==> src/rtl/dm_access_ctrl.sv <==
`default_nettype none
// ============================================================================
// Module      : dm_access_ctrl
// Description : Two-port data-memory access controller (pipeline MEM port 0,
//               secondary master port 1) sharing one synchronous memory.
//               Round-robin arbitration when DM_ACCESS_RR_EN is defined,
//               fixed priority (port 0) otherwise.
// Revision    : 1.0 - initial release
// ============================================================================
module dm_access_ctrl #(
    parameter int MEM_LAT = 1
) (
    input  logic        clk,
    input  logic        reset,
    input  logic        m0_req,
    input  logic        m0_we,
    input  logic [1:0]  m0_size,
    input  logic        m0_sext,
    input  logic [31:0] m0_addr,
    input  logic [31:0] m0_wdata,
    output logic        m0_gnt,
    output logic        m0_done,
    output logic        m0_err,
    output logic [31:0] m0_rdata,
    input  logic        m1_req,
    input  logic        m1_we,
    input  logic [1:0]  m1_size,
    input  logic        m1_sext,
    input  logic [31:0] m1_addr,
    input  logic [31:0] m1_wdata,
    output logic        m1_gnt,
    output logic        m1_done,
    output logic        m1_err,
    output logic [31:0] m1_rdata,
    output logic        mem_en,
    output logic        mem_we,
    output logic [31:0] mem_addr,
    output logic [3:0]  mem_be,
    output logic [31:0] mem_wdata,
    input  logic [31:0] mem_rdata
);

    typedef enum logic [1:0] {
        IDLE   = 2'd0,
        ACCESS = 2'd1,
        WAIT   = 2'd2,
        DONE   = 2'd3
    } state_t;

    localparam logic [1:0] c_lat_m1 = 2'(MEM_LAT - 1);

    state_t      r_state;
    logic [1:0]  r_cnt;
    logic        r_port;
    logic        r_we;
    logic        r_sext;
    logic [1:0]  r_size;
    logic [1:0]  r_off;
    logic        r_err;
`ifdef DM_ACCESS_RR_EN
    logic        r_last;
`endif

    logic        w_any;
    logic        w_sel;
    logic        w_we;
    logic        w_sext;
    logic [1:0]  w_size;
    logic [31:0] w_addr;
    logic [31:0] w_wdata;
    logic [3:0]  w_be;
    logic [31:0] w_wlane;
    logic        w_err;
    logic [7:0]  w_byte;
    logic [15:0] w_half;
    logic [31:0] w_ext;

    always_comb begin
        w_any = m0_req | m1_req;
`ifdef DM_ACCESS_RR_EN
        // r_last = 1 means port 1 was granted last, so port 0 wins a tie
        w_sel = m1_req & (~m0_req | ~r_last);
`else
        w_sel = ~m0_req;
`endif
        w_we    = w_sel ? m1_we    : m0_we;
        w_sext  = w_sel ? m1_sext  : m0_sext;
        w_size  = w_sel ? m1_size  : m0_size;
        w_addr  = w_sel ? m1_addr  : m0_addr;
        w_wdata = w_sel ? m1_wdata : m0_wdata;
        w_be    = 4'b0000;
        w_wlane = 32'h0;
        w_err   = 1'b0;
        case (w_size)
            2'b00: begin
                w_be    = 4'b0001 << w_addr[1:0];
                w_wlane = {4{w_wdata[7:0]}};
            end
            2'b01: begin
                w_be    = w_addr[1] ? 4'b1100 : 4'b0011;
                w_wlane = {2{w_wdata[15:0]}};
                w_err   = w_addr[0];
            end
            2'b10: begin
                w_be    = 4'b1111;
                w_wlane = w_wdata;
                w_err   = |w_addr[1:0];
            end
            default: w_err = 1'b1;
        endcase
    end

    always_comb begin
        case (r_off)
            2'd0:    w_byte = mem_rdata[7:0];
            2'd1:    w_byte = mem_rdata[15:8];
            2'd2:    w_byte = mem_rdata[23:16];
            default: w_byte = mem_rdata[31:24];
        endcase
        w_half = r_off[1] ? mem_rdata[31:16] : mem_rdata[15:0];
        case (r_size)
            2'b00:   w_ext = {{24{r_sext & w_byte[7]}}, w_byte};
            2'b01:   w_ext = {{16{r_sext & w_half[15]}}, w_half};
            default: w_ext = mem_rdata;
        endcase
    end

    always_ff @(posedge clk or negedge reset) begin
        if (!reset) begin
            r_state   <= IDLE;
            r_cnt     <= 2'd0;
            r_port    <= 1'b0;
            r_we      <= 1'b0;
            r_sext    <= 1'b0;
            r_size    <= 2'b00;
            r_off     <= 2'b00;
            r_err     <= 1'b0;
`ifdef DM_ACCESS_RR_EN
            r_last    <= 1'b1;
`endif
            m0_gnt    <= 1'b0;
            m1_gnt    <= 1'b0;
            m0_done   <= 1'b0;
            m1_done   <= 1'b0;
            m0_err    <= 1'b0;
            m1_err    <= 1'b0;
            m0_rdata  <= 32'h0;
            m1_rdata  <= 32'h0;
            mem_en    <= 1'b0;
            mem_we    <= 1'b0;
            mem_addr  <= 32'h0;
            mem_be    <= 4'b0000;
            mem_wdata <= 32'h0;
        end else begin
            case (r_state)
                IDLE: begin
                    if (w_any) begin
                        r_state <= ACCESS;
                        r_port  <= w_sel;
                        r_we    <= w_we;
                        r_sext  <= w_sext;
                        r_size  <= w_size;
                        r_off   <= w_addr[1:0];
                        r_err   <= w_err;
`ifdef DM_ACCESS_RR_EN
                        r_last  <= w_sel;
`endif
                        m0_gnt  <= ~w_sel;
                        m1_gnt  <= w_sel;
                        if (!w_err) begin
                            mem_en    <= 1'b1;
                            mem_we    <= w_we;
                            mem_addr  <= {w_addr[31:2], 2'b00};
                            mem_be    <= w_be;
                            mem_wdata <= w_we ? w_wlane : 32'h0;
                        end
                    end
                end
                ACCESS: begin
                    m0_gnt    <= 1'b0;
                    m1_gnt    <= 1'b0;
                    mem_en    <= 1'b0;
                    mem_we    <= 1'b0;
                    mem_addr  <= 32'h0;
                    mem_be    <= 4'b0000;
                    mem_wdata <= 32'h0;
                    if (!r_err && !r_we) begin
                        r_state <= WAIT;
                        r_cnt   <= c_lat_m1;
                    end else begin
                        r_state <= DONE;
                        m0_done <= ~r_port;
                        m1_done <= r_port;
                        m0_err  <= ~r_port & r_err;
                        m1_err  <= r_port & r_err;
                    end
                end
                WAIT: begin
                    if (r_cnt == 2'd0) begin
                        r_state <= DONE;
                        m0_done <= ~r_port;
                        m1_done <= r_port;
                        if (r_port) m1_rdata <= w_ext;
                        else        m0_rdata <= w_ext;
                    end else begin
                        r_cnt <= r_cnt - 2'd1;
                    end
                end
                default: begin
                    r_state  <= IDLE;
                    m0_done  <= 1'b0;
                    m1_done  <= 1'b0;
                    m0_err   <= 1'b0;
                    m1_err   <= 1'b0;
                    m0_rdata <= 32'h0;
                    m1_rdata <= 32'h0;
                end
            endcase
        end
    end

endmodule
`default_nettype wire

==> config.mk <==
export PLATFORM = sky130hd
export DESIGN_NAME = dm_access_ctrl
export DESIGN_NICKNAME = d
export VERILOG_FILES = /design/src/rtl/dm_access_ctrl.sv
export SDC_FILE = /design/constraint.sdc
export NUM_CORES = 1
export LEC_CHECK = 0
export CAP_MARGIN = 20
export CORE_MARGIN = 3
export CORE_UTILIZATION = 40
export DETAILED_ROUTE_END_ITERATION = 16
export PLACE_DENSITY_LB_ADDON = 0.25
export SLEW_MARGIN = 40
export SYNTH_ARGS = -nofsm -noshare
export SYNTH_HDL_FRONTEND = slang
export SYNTH_SLANG_ARGS = --single-unit
==> constraint.sdc <==
create_clock -name clk -period 1.7 [get_ports clk]
set_input_delay 0.17 -clock clk [delete_from_list [all_inputs] [get_ports clk]]
set_output_delay 0.17 -clock clk [all_outputs]
set_load 0.02 [all_outputs]
Yosys cells after proc, flatten, opt, wreduce, memory -nomap -nowiden

Index checks and enable logic that the tools add are counted.

Bits in registers: 152
Bits in latches: 0
Bits in writable memories: 0
Memory bits (read-only): 0
Output and inout bits: 140
Memories kept: 0

Add/subtract/negate cells: 1
Multiply operators: 0
Divide/modulo/power cells: 0
$lt $le $gt $ge: 0
Equal/unequal tests: 15
Shift-type cells: 1
Mux-type cells: 55
Bitwise operators: 10
Reductions and logical operators: 22

Operators with widths:

| kind               | count |
|---|---|
| $mux 32            | 11 |
| $pmux 32 s2        | 5 |
| $pmux 32 s3        | 1 |
| $pmux 8 s3         | 1 |
| $mux 16            | 1 |
| $ne 2x2->1 const B | 8 |
| $mux 1             | 15 |
| $reduce_and 3->1   | 5 |
| $mux 4             | 3 |
| $pmux 1 s2         | 6 |
| $pmux 4 s3         | 1 |
| $logic_not 2->1    | 5 |
| $mux 2             | 5 |
| $pmux 1 s3         | 3 |
| $eq 2x1->1 const B | 4 |
| $pmux 4 s2         | 1 |
| $reduce_and 2->1   | 4 |
| $eq 2x2->1 const B | 3 |
| $pmux 2 s3         | 1 |
| $reduce_or 2->1    | 3 |
| $not 1->1          | 5 |
| $and 1x1->1        | 4 |
| $pmux 2 s2         | 1 |
| $reduce_bool 2->1  | 2 |
| 5 further kinds    | 6 |

Logic depth before layout (Yosys ltp)

Gate-level depths: netlist (run 1).

Depth in word-level cells: 7
Depth in mapped cells: 9
Mapped depth without buffers: 7

Worst setup path before layout (run 1)

Ideal clock, no wire load.

Kind: reg2reg
Start: register r_state[0]
End: register m0_rdata[10]
Setup time: 0.149 ns
Arrival: 1.693 ns
Required time: 1.551 ns
Path slack: -0.141 ns
Stages on the path, launching flop included: 8
Path through: dfrtp_1 inv_1 ha_1 buf_1 a211o_1 clkbuf_1 nor3_2 a221oi_1

Longest elaborated chain between the ends: 4
Elaborated cells on any way between the ends: 9

Ends and longest elaborated chain:

| item                                          | line | text |
|---|---|---|
| from (decl)                                   | 52   | `state_t r_state;` |
| from (signal assigned)                        | 130  | `r_state <= IDLE;` |
| from (signal assigned)                        | 158  | `r_state <= ACCESS;` |
| from (signal assigned)                        | 188  | `r_state <= WAIT;` |
| $eq 2x1->1 or $logic_not 2->1 (tied branches) | 155  | `case (r_state)` |
| $reduce_or 2->1 (no source line)              | --   |  |
| $not 1->1 (no source line)                    | --   |  |
| $reduce_and 3->1 (no source line)             | --   |  |
| to (signal assigned)                          | 204  | `else m0_rdata <= w_ext;` |
| to (decl)                                     | 24   | `output logic [31:0] m0_rdata,` |

Parallel ways exist; a longest one is shown, timed or not.
A chain may end at the register's enable or synchronous reset.

Worst setup path in the final report (run 1)

Start: register r_off[1]
End: register m1_rdata[27]

Longest elaborated chain between the ends: 7
Elaborated cells on any way between the ends: 11

Ends and longest elaborated chain:

| item                                     | line | text |
|---|---|---|
| from (decl)                              | 58   | `logic [1:0] r_off;` |
| from (signal assigned)                   | 163  | `r_off <= w_addr[1:0];` |
| $eq 2x2->1, or another cell as far along | 114  | `case (r_off)` |
| $pmux 8 s3                               | 114  |  |
| $and 1x1->1                              | 122  | `2'b00: w_ext = {{24{r_sext & w_byte[7]}}, w_byte};` |
| $pmux 32 s2 (*)                          | 121  | `case (r_size)` |
| $mux 32 (*)                              | 203  | `if (r_port) m1_rdata <= w_ext;` |
| $mux 32 (*)                              | 199  | `if (r_cnt == 2'd0) begin` |
| $pmux 32 s2 (*)                          | 155  |  |
| to (signal assigned)                     | 203  |  |
| to (decl)                                | 34   | `output logic [31:0] m1_rdata,` |

Every way passes the cells marked *; elsewhere a longest branch is shown, timed or not. The select of a mux whose other input is x is not followed.

==> results of run 1 <==
## state kept, by name, indices dropped and copies added, names as in the netlist, 2 cells and up
name and flops:
m0_rdata 32, r_off 2, r_size 2, r_state 2
m1_rdata 32, r_cnt 2, mem_addr 30, mem_be 4
mem_wdata 32
## report_power, final
| group | switching (mW) | total (mW) | internal, mW |
|---|---|---|---|
| logic | 7.06 | 13.2 | 6.17 |
| registers | 0.977 | 6.01 | 5.04 |
| clock network | 1.64 | 3.87 | 2.22 |
| total | 9.68 | 23.1 | 13.4 |
## cells in the mapped netlist, types with 5 or more instances
cell type  instances  area [sq um]
nand3_1            9          45.0
o21ai_0          130           651
o22ai_1            9          56.3
a221oi_1          14           123
a22oi_1            9          67.6
a21oi_1           20           100
o211ai_1           9          67.6
buf_4             11          82.6
ha_1               5          62.6
mux2i_1           62           621
inv_1             10          37.5
buf_2             15          75.1
dfrtp_1          150          3750
nor2_1            70           263
nand2_1          159           597
clkbuf_1          33           124
o21ai_1            8          40.0
o2bb2ai_1         19           166
mux2_2            15           169
a22o_1            17           149
## cells by family after synthesis
family	count (synthesis)	share of synthesized area
muxes	79	0.109
buffers and inverters	74	0.0469
AOI/OAI and AO/OA	256	0.208
and+or+nand+nor	260	0.140
DFF	150	0.488
other	1	0.000488
adders and majority gates	5	0.00813
## through the flow
step / area (sq um) / setup WS, ns
final: 12900 / -0.0815
after global routing: 12900 / -0.155
after CTS: 12400 / -0.0632
after detailed placement: 11600 / -0.331
after global placement: 11600 / -0.269
after floorplan: 7740 / 0.00107
## metal layers
layer | vias to the layer above | global-route usage | share of wire
met1 | 3691 | 0.305 | 0.41
met5 | - | 0 | 0
met4 | 0 | 0.0771 | 0.028
met3 | 50 | 0.0601 | 0.071
met2 | 358 | 0.417 | 0.49
li1 | 3669 | - | -
## path summary, 6_finish.rpt
check	startpoint	to	depth (start not counted)
max in group asynchronous	reset	m1_rdata[22]	3
worst min register to register	m1_rdata[26]	m1_rdata[26]	2
worst max-delay path	r_off[1]	m1_rdata[27]	7
worst max register to register	r_off[1]	m1_rdata[27]	7
worst min-delay path	reset	m0_rdata[10]	2
min in group clk	m0_req	r_we	4
## worst max-delay path: stages (launching register included)
cell and delay, ns:
dfrtp_1 0.41, mux4_2 0.58, inv_2 0.10, o21ai_2 0.07, o211ai_1 0.13, buf_4 0.16
clkbuf_16 0.15, o21ai_2 0.06
## repair_timing
item / 4_1_cts / 5_1_grt
hold buffers: 1 / 0
endpoints found under the hold margin: 39 / 0
setup buffers: 8 / 6
pin swaps: 12 / 29
endpoints found under the setup margin: 110 / 120
gates cloned: 1 / 10
resized for setup: 47 / 101
## cell type report
class                           count  share of cell area
Tap cell                          234              0.0226
Inverter                           11             0.00319
Timing Repair Buffer              420               0.334
Clock inverter                     15              0.0138
Sequential cell                   150               0.290
Clock buffer                       17              0.0329
Multi-Input combinational cell    602               0.303
==> flow_metrics.tcl, run 1 <==
set metrics [dict create \
    num_vias 7768 \
    first_iter_violations 380 \
    synth_seq_cells 150 \
    cts.sinks 150 \
    arrival_ns 2.08 \
    area_delta_synth_final_pct 68.1 \
    rrSetupSlack_ns -0.08 \
    max_freq_ghz 0.561 \
    gp_congestion 0.900 \
    grt_start_max_net_pins 46 \
    leakage_nw 5.60 \
    dpl.hpwl_microns 20200 \
    syn_area_per_cell_sq_um 9.32 \
    portBuffers 309 \
    violations "setup timing" \
    dp_cells 1392 \
    cts_root_buf "clkbuf_16" \
    core-area_sq_um 18800 \
    ys_seq_area_frac 0.488 \
    finalSetupViolations 61 \
    worstSetupEndpointType "flop" \
    nFillCells 1428 \
    die-area_sq_um 20900 \
    antenna_found_initial 0 \
    critical_path_class "flop to flop" \
    synth_edf_count 0 \
    critPathLaunchType "flop" \
    finalHoldViolCount 0 \
    grt_pass1_wl_microns 39700 \
    regArea_sq_um 3750 \
    layout_common_cells "306 x clkdlybuf4s50_1, 150 x dfrtp_1, 135 x nand2_1" \
    ys_warn_count 0 \
    cap_violations 0 \
    async_flop_share 1.00 \
    fin_crit_ns 1.78 \
    grt_pass1_vias 7483 \
    slew_headroom 0.599 \
    via_per_inst 5.36 \
    wl_per_cell_microns 18.7 \
    insertion_delay_ns 0.42 \
    synth_cell_types 51 \
    drive_gt1_frac 0.201 \
    antennaDiodeCount 0 \
    chipWidth_microns 145 \
    finalPower_mw 23.1 \
    clock_skew_ns 0.00803 \
    layout_setup_ws_ns -0.0815 \
    cts_tree "yes" \
    synth-main-ff-cell "dfrtp_1" \
    fin_hold_ws_ns 0.249 \
    fin_nets 1379 \
    peakVddDrop_mv 0.959 \
    hp-class "input port to async pin" \
    final_cells 1449 \
    multi_input_area_sq_um 3920 \
    status "complete, but fails checks" \
    grt_overflow_total 0 \
    cts_buffers 17 \
    boundaryPins 312 \
    syn_inst 825 \
    cp_max_fo 8 \
    syn_area_sq_um 7690 \
    crit_required_ns 2.00 \
    clk_pin_slew_worst_paths_ns 0.07 \
    cts_max_level 4 \
    track_usage 0.244 \
    grt_setup_unrepaired "true" \
    slew_violations 0 \
    fin_crit_sh 1.05 \
    drc 0 \
    fp-row-count 50 \
    ant_nets 0 \
    cts_buffer_depth 2 \
    routed_wl_microns 27100 \
    power_density_nw_per_um2 1790 \
    final_util 0.689 \
    initial_core_util 0.410 \
    layout_commonest_cell "clkdlybuf4s50_1" \
    tns_ns -1.89 \
    worst_slew_pin_slew_ns 0.596 \
    firstDrtPassIters 5 \
    dieHeight_microns 145 \
]
(Power assumes the default switching activity.)
==> inputs of run 2 (changes only) <==
--- a/config.mk
+++ b/config.mk
@@ -10,7 +10,6 @@
 export CORE_UTILIZATION = 40
 export DETAILED_ROUTE_END_ITERATION = 16
 export PLACE_DENSITY_LB_ADDON = 0.25
-export SLEW_MARGIN = 40
 export SYNTH_ARGS = -nofsm -noshare
 export SYNTH_HDL_FRONTEND = slang
 export SYNTH_SLANG_ARGS = --single-unit
==> results of run 2 <==
Same layout as run 1: the final DEF is identical, and so are final timing and power.
==> edit (config.mk and constraints of run 2) <==
Put one more register stage on the output `m0_err`. The value now appears one clock later. The other outputs are not delayed to match.
--- a/src/rtl/dm_access_ctrl.sv
+++ b/src/rtl/dm_access_ctrl.sv
@@ -51,2 +51,4 @@
 
+    logic m0_err_s0;
+
     state_t      r_state;
@@ -144,3 +146,3 @@
             m1_done   <= 1'b0;
-            m0_err    <= 1'b0;
+            m0_err_s0 <= 1'b0;
             m1_err    <= 1'b0;
@@ -193,3 +195,3 @@
                         m1_done <= r_port;
-                        m0_err  <= ~r_port & r_err;
+                        m0_err_s0 <= ~r_port & r_err;
                         m1_err  <= r_port & r_err;
@@ -212,3 +214,3 @@
                     m1_done  <= 1'b0;
-                    m0_err   <= 1'b0;
+                    m0_err_s0 <= 1'b0;
                     m1_err   <= 1'b0;
@@ -221,2 +223,6 @@
 
+    always_ff @(posedge clk) begin
+        m0_err <= m0_err_s0;
+    end
+
 endmodule
Formal check against the unedited RTL: not equivalent (Yosys sat finds a counterexample within 4 cycles, from zero or initial values and one cycle with reset low).
==> edit against run 2 <==
  * The run still ends with setup timing left
  * Critical path type unchanged
  * Count of clock-buffer cells in the layout is 3 higher
  * Power is 4.1% lower
  * Routed wire length is 0.13% lower
  * Utilization is 1.1 points lower
  * Sequential cell count is 1 higher
  * Worst setup slack worse by 0.049 ns
  * Cell area is 0.88% lower
  * Fmax is 2.7% lower
  * Highest routed layer unchanged
  * Area after synthesis is 1.2% higher
==> edit: results (changes against run 2) <==
status finished with violations; worst slack, placed -0.337 ns (-0.00548 ns); slack of the critical path -0.130 ns (-0.0486 ns); layout net count 1364 (-1.1%); M3 GR Usage 7.60% (+1.6 points); comb_multi_in 578 (-4.0%); worst reg2reg path depth 5 (-2); Cell Area, Placed 0.0118 sq mm (+1.5%); Clock buf/inv share 4.93% (+0.26 points); sequential cell area share 29.4% (+0.41 points); share of layout cells above drive strength 1 17.1% (-3.0 points); Logic power comb 12.4 mW (-6%); clock sink count 151 (+0.67%); Signal inverters 26 (+15); metal1 wirelength 10600 microns (-3.3%); GRT met2 Usage 41.6% (-0.075 points); hold slack 0.255 ns (+0.00605 ns); post-detail-place hpwl 20400 microns (+0.84%); Cells after Synth 816 (-1.1%); sw frac 40.4% (-1.5 points); failing checks setup timing; Worst EP arrival 2.14 ns (+0.06 ns); area occupied by multi-input gates 0.00391 sq mm (-0.26%); final setup fails 39 (-36%); post-synthesis mux area share 10.8% (-0.067 points); met2 wire len 13400 microns (-0.37%); ranking of synthesized cells by area dfrtp_1, mux2i_1, nand2_1, a22o_1, o21ai_0; clk_buf instances 20 (+3); post-synthesis sequential area ratio 48.5% (-0.33 points); Top Consumer combinational cells; adder-cell share of the synthesized area 0.804% (-0.0098 points); met1 Track Usage GR 30.0% (-0.48 points); Non-clk bufs 413 (-1.7%); final WL 27000 microns (-0.13%); synth unique cells 52 (+2.0%); Die ar. 0.0212 sq mm (+1.2%); met3 WL 2260 microns (+17%); multi-input gate share of total cell area 30.5% (+0.19 points); Vias/cell 5.30 (-1.1%); Comb pwr share 55.7% (-1.5 points); vias in the first global route 7787 (+4.1%); asr flop ratio synth 99.3% (-0.66 points); signal buffers share of area 31.8% (-1.6 points); LEAKAGE 5.62 nW (+0.36%); top cells by count, synth dfrtp_1, nand2_1, o21ai_0; fill count 1491 (+4.4%)
[edit: what timing repair did]
item,CTS,global route
setup buffers,3,10
endpoints found under the hold margin,47,0
pin swaps,2,13
hold buffers,1,0
resized for setup,15,45
setup endpoints to repair,118,129
cloned,1,3
[edit: critical path: cells and delay by family, from the launching register on]
kind                   cells  cell delay (ns)
flip-flops                 1             0.39
AND/OR/NAND/NOR            1             0.08
multiplexers               1             0.59
AO/OA/AOI/OAI              2             0.46
buffers and inverters      1             0.19
[edit: worst max path at each step]
stage | slack (ns) | start | end | cells past startpoint
6_report | -0.13 | r_off[1] | m0_rdata[29] | 5
5_1_grt | -0.19 | r_off[1] | m0_rdata[29] | 5
2_1_floorplan | -0.09 | r_off[1] | m0_rdata[16] | 5
3_3_place_gp | -0.28 | mem_rdata[31] | m0_rdata[17] | 5
3_5_place_dp | -0.34 | mem_rdata[31] | m0_rdata[24] | 5
4_1_cts | -0.11 | r_off[1] | m1_rdata[29] | 5
